`src/rtl/rom_loader.sv`:
```
// rom_loader: boot-time copy engine from registered ROM into instruction memory, holding the CPU in reset
module rom_loader #(
    parameter int ADDR_WIDTH = 8,
    parameter int DATA_WIDTH = 32,
    parameter int LOAD_COUNT = 256,
    parameter bit AUTO_START = 1'b1
) (
    input  logic                  i_clk,
    input  logic                  i_reset,
    input  logic                  i_start,
    output logic [ADDR_WIDTH-1:0] o_rom_addr,
    input  logic [DATA_WIDTH-1:0] i_rom_data,
    output logic                  o_mem_we,
    output logic [ADDR_WIDTH-1:0] o_mem_addr,
    output logic [DATA_WIDTH-1:0] o_mem_data,
    input  logic                  i_mem_ready,
    output logic                  o_cpu_reset,
    output logic                  o_busy,
    output logic                  o_done
);
    typedef enum logic [1:0] {S_IDLE, S_PRIME, S_COPY, S_DONE} state_t;
    localparam logic [ADDR_WIDTH-1:0] LAST = ADDR_WIDTH'(LOAD_COUNT - 1);
    state_t                r_state, w_state_nxt;
    logic [ADDR_WIDTH-1:0] r_k, w_k_nxt, w_k_inc;
    assign w_k_inc     = r_k + ADDR_WIDTH'(1);
    assign o_mem_addr  = r_k;
    assign o_mem_data  = i_rom_data;
    assign o_cpu_reset = (r_state != S_DONE);
    assign o_busy      = (r_state == S_PRIME) || (r_state == S_COPY);
    assign o_done      = (r_state == S_DONE);
    // State and write-index registers; reset aborts any copy in progress
    always_ff @(posedge i_clk) begin
        if (i_reset) begin
            r_state <= AUTO_START ? S_PRIME : S_IDLE;
            r_k     <= '0;
        end else begin
            r_state <= w_state_nxt;
            r_k     <= w_k_nxt;
        end
    end
    // Next state, index update and ROM look-ahead address (k+1 when the current word is accepted)
    always_comb begin
        w_state_nxt = r_state;
        w_k_nxt     = r_k;
        o_mem_we    = 1'b0;
        o_rom_addr  = '0;
        case (r_state)
            S_IDLE:  w_state_nxt = i_start ? S_PRIME : S_IDLE;
            S_PRIME: begin
                w_state_nxt = S_COPY;
                w_k_nxt     = '0;
            end
            S_COPY: begin
                o_mem_we   = 1'b1;
                o_rom_addr = i_mem_ready ? w_k_inc : r_k;
                if (i_mem_ready) begin
                    w_k_nxt     = w_k_inc;
                    w_state_nxt = (r_k == LAST) ? S_DONE : S_COPY;
                end
            end
            S_DONE:  w_state_nxt = i_start ? S_PRIME : S_DONE;
            default: w_state_nxt = S_IDLE;
        endcase
    end
endmodule

```
`config.mk`:
```
export PLATFORM = sky130hd
export DESIGN_NAME = rom_loader
export DESIGN_NICKNAME = d
export VERILOG_FILES = /design/src/rtl/rom_loader.sv
export SDC_FILE = /design/constraint.sdc
export NUM_CORES = 1
export LEC_CHECK = 0
export CORE_ASPECT_RATIO = 0.9
export CORE_MARGIN = 2
export CORE_UTILIZATION = 29
export CTS_BUF_LIST = sky130_fd_sc_hd__clkbuf_8
export CTS_CLUSTER_SIZE = 25
export DETAILED_ROUTE_END_ITERATION = 10
export PLACE_DENSITY = 0.83
export SLEW_MARGIN = 20
export SYNTH_ARGS = -nofsm -noshare
export SYNTH_HDL_FRONTEND = slang
export SYNTH_SLANG_ARGS = --single-unit
```
`constraint.sdc`:
```
create_clock -name i_clk -period 1.3 [get_ports i_clk]
set_input_delay 0.13 -clock i_clk [delete_from_list [all_inputs] [get_ports i_clk]]
set_output_delay 0.13 -clock i_clk [all_outputs]
set_load 0.02 [all_outputs]
```
==> results.py <==
metrics = {
    "yosys": {
        "synth_top_area_share_pct": 25.0,
        "ys.warnings.count": 0,
        "yosysMostFrequentCell": "buf_4",
        "synth_ff_type": "dfxtp_1",
        "synthArstFlopShare_pct": 0,
        "yosysTopAreaCell": "buf_4",
        "yosysSeqAreaShare_pct": 20.8,
        "syn_avg_cell_area_um2": 7.94,
        "synth_cells": 121,
        "ys_seq_elements": 10,
        "synth_cell_type_count": 34,
        "synth_edf_count": 0,
        "ys_top_cells_by_count": "buf_4 (32), dfxtp_1 (10), a21oi_1 (6), inv_1 (6), nand2b_1 (5)",
        "synth_area_um2": 961,
        "synth_nets": 161,
        "synth.area.top_cells": "buf_4 (25%), dfxtp_1 (21%), ha_1 (5.2%), nand2b_1 (3.3%), a21oi_1 (3.1%)",
    },
    "timing": {
        "hold_violations": 0,
        "fin_crit_sh_pct": 122,
        "fin_crit_ns": 1.59,
        "timing.fmax_mhz": 631,
        "rsz0062_at_grt": "true",
        "tightest_slew_ns": 0.321,
        "setup_slack_ns": -0.285,
        "setup_tns_ns": -3.31,
        "setup_viol": 18,
        "slew_headroom_pct": 78.5,
        "skew_ns": 0.00125,
        "drv_slew": 0,
    },
    "power": {
        "p_per_area_nw_per_um2": 806,
        "power.internal_uw": 886,
        "seq_power_share_pct": 24.6,
        "clockPowerShare_pct": 31.5,
        "switchingPower_uw": 446,
        "pwr-share-comb_pct": 43.9,
        "total_power_uw": 1330,
        "peakVddDrop_uv": 513,
        "swShare_pct": 33.5,
        "p_leak_uw": 0.000690,
    },
    "clock_tree": {
        "insertion_delay_ns": 0.25,
        "cts_tree": "built",
        "holdBufCountCts": 0,
        "max-clock-path-buffers": 2,
        "htreeDepth": 1,
        "cts-buffers-inserted": 3,
        "root_buffer": "clkbuf_8",
        "path_clk_slew_ns": 0.05,
        "clock_sinks": 10,
    },
    "global_route": {
        "grt_pass1_wl_um": 4850,
        "grt_pass1_vias": 981,
        "grt_usage_pct": 17.0,
        "overflow": 0,
        "grt_start_max_net_pins": 10,
        "antenna_found_initial": 0,
    },
    "cells_and_area": {
        "instances_no_fill": 195,
        "antenna_cells": 0,
        "multiInputGateArea_um2": 698,
        "drive_gt1_share_pct": 64.7,
        "register_area_um2": 229,
        "n_fill_cell": 245,
        "layout-area-overhead-vs-synth_pct": 72.0,
        "final_core_util_pct": 53.1,
        "nNetsFinal": 194,
    },
    "critical_path": {
        "path_max_fanout": 5,
        "r2r_slack_ns": -0.29,
        "critical_path_class": "reg -> out",
        "start_kind": "register",
        "required_ns": 1.17,
        "reg2reg_from": "o_mem_addr[0]",
        "ff2ff_path_depth": 6,
        "arrival_ns": 1.46,
        "cp-end-kind": "output port",
        "rr_endpoint": "o_mem_addr[6]",
    },
    "floorplan": {
        "std_cell_rows": 19,
        "ioPinCount": 88,
        "fp.dieH_um": 58.6,
        "die_w_um": 64.7,
        "die_area_um2": 3790,
        "start_util_pct": 30.9,
        "coreArea_um2": 3110,
    },
    "placement": {
        "routabilityCongestion": 0.809,
        "io_buffers": 23,
        "dpl.hpwl_um": 1940,
        "dp.cells": 179,
        "place_ws_ns": -0.819,
    },
    "drt": {
        "dr.pass1.iters": 4,
        "drtIter0Drc": 66,
        "wl_um": 3320,
        "drc_errors": 0,
        "wl_per_cell_um": 17.0,
        "routed-via-count": 1006,
        "ant_nets": 0,
        "avgViaCountPerCell": 5.16,
    },
    "hold_path": {
        "hp-start": "i_rom_data[0]",
        "whs_path_depth": 0,
        "min_path_type": "in -> out",
        "holdPathEnd": "o_mem_data[0]",
    },
    "status": {
        "violations": "setup timing",
        "status": "finished, violations left",
    },
    "flow_run": {
        "max-cap-violations": 0,
    },
}
-- cells in the final DEF (no fill, tap or decap), types with 3 or more instances in the layout --
cell type      Yosys  layout
a21oi_4            0       4
a31oi_1            4       4
buf_4             32      29
buf_6              0      21
clkbuf_8           0       4
dfxtp_4            0       7
dlygate4sd2_1      0       8
ha_4               0       3
inv_1              6       3
nand2b_1           5       4
nand3_1            4       4
nand4_1            3       3
nor2_4             0       3
o21ai_1            0       3
or3_4              0       4
or4_1              4       4
-- metrics by stage --
stage	area (um2)	hold WS [ns]
floorplan	1120	0.373
CTS	1570	0.260
finish	1650	0.260
global placement	1350	0.260
detailed placement	1350	0.260
global route	1650	0.260
-- state kept, by name (all words and copies together) (netlist names) --
signal and cells:
r_state 2, o_mem_addr 8
-- worst max-delay path: stages, from the launching register on --
cell     delay, ns
dfxtp_4       0.39
ha_4          0.16
nand2_4       0.07
or3_4         0.34
a21oi_4       0.13
buf_6         0.13
-- power by group through the flow --
| stage | Clock, uW | Combinational, uW | Sequential, uW |
|---|---|---|---|
| 2_1_floorplan | 0 | 377 | 336 |
| 3_3_place_gp | 0 | 376 | 328 |
| 3_5_place_dp | 0 | 392 | 330 |
| 4_1_cts | 413 | 492 | 324 |
| 5_1_grt | 432 | 608 | 327 |
| 6_report | 420 | 585 | 327 |
-- kinds of logic (layout without fill, tap and decap cells) --
family / count (synthesis) / after routing / synth area share [%]
buf+inv: 42 / 74 / 29.0
simple gates: 36 / 36 / 23.6
compound gates: 22 / 22 / 14.6
flops: 10 / 10 / 20.8
fa+ha+maj: 4 / 4 / 5.21
xor+xnor: 4 / 4 / 3.65
mux: 3 / 3 / 3.13
-- how the worst max path moves through the flow --
stage,depth (start not counted),startpoint,endpoint
after floorplan,6,r_state[0],o_mem_addr[1]
after global placement,5,i_mem_ready,o_rom_addr[7]
after detailed placement,5,i_mem_ready,o_rom_addr[7]
after CTS,5,o_mem_addr[1],o_rom_addr[6]
after global routing,5,o_mem_addr[1],o_rom_addr[3]
final,5,o_mem_addr[0],o_rom_addr[6]
-- per-layer routing --
metal,track usage [%],vias up,part of all wire (%)
met5,0,-,0
met4,6.69,0,2.4
met1,19.5,504,40
li1,-,452,-
met3,3.82,11,6.1
met2,31.0,39,51
-- what timing repair did --
action / 4_1_cts / 5_1_grt
setup buffers: 5 / 8
cloned: 1 / 0
pin swaps: 15 / 9
endpoints found under the setup margin: 30 / 21
resized for setup: 105 / 12
-- final cells by class --
class / count / share of cell area (%)
Multi-Input combinational cell: 69 / 42.2
Timing Repair Buffer: 64 / 35.7
Sequential cell: 10 / 13.9
Clock buffer: 4 / 3.33
Tap cell: 42 / 3.18
Inverter: 6 / 1.74
Note: power is estimated with default switching activity, not from simulation.
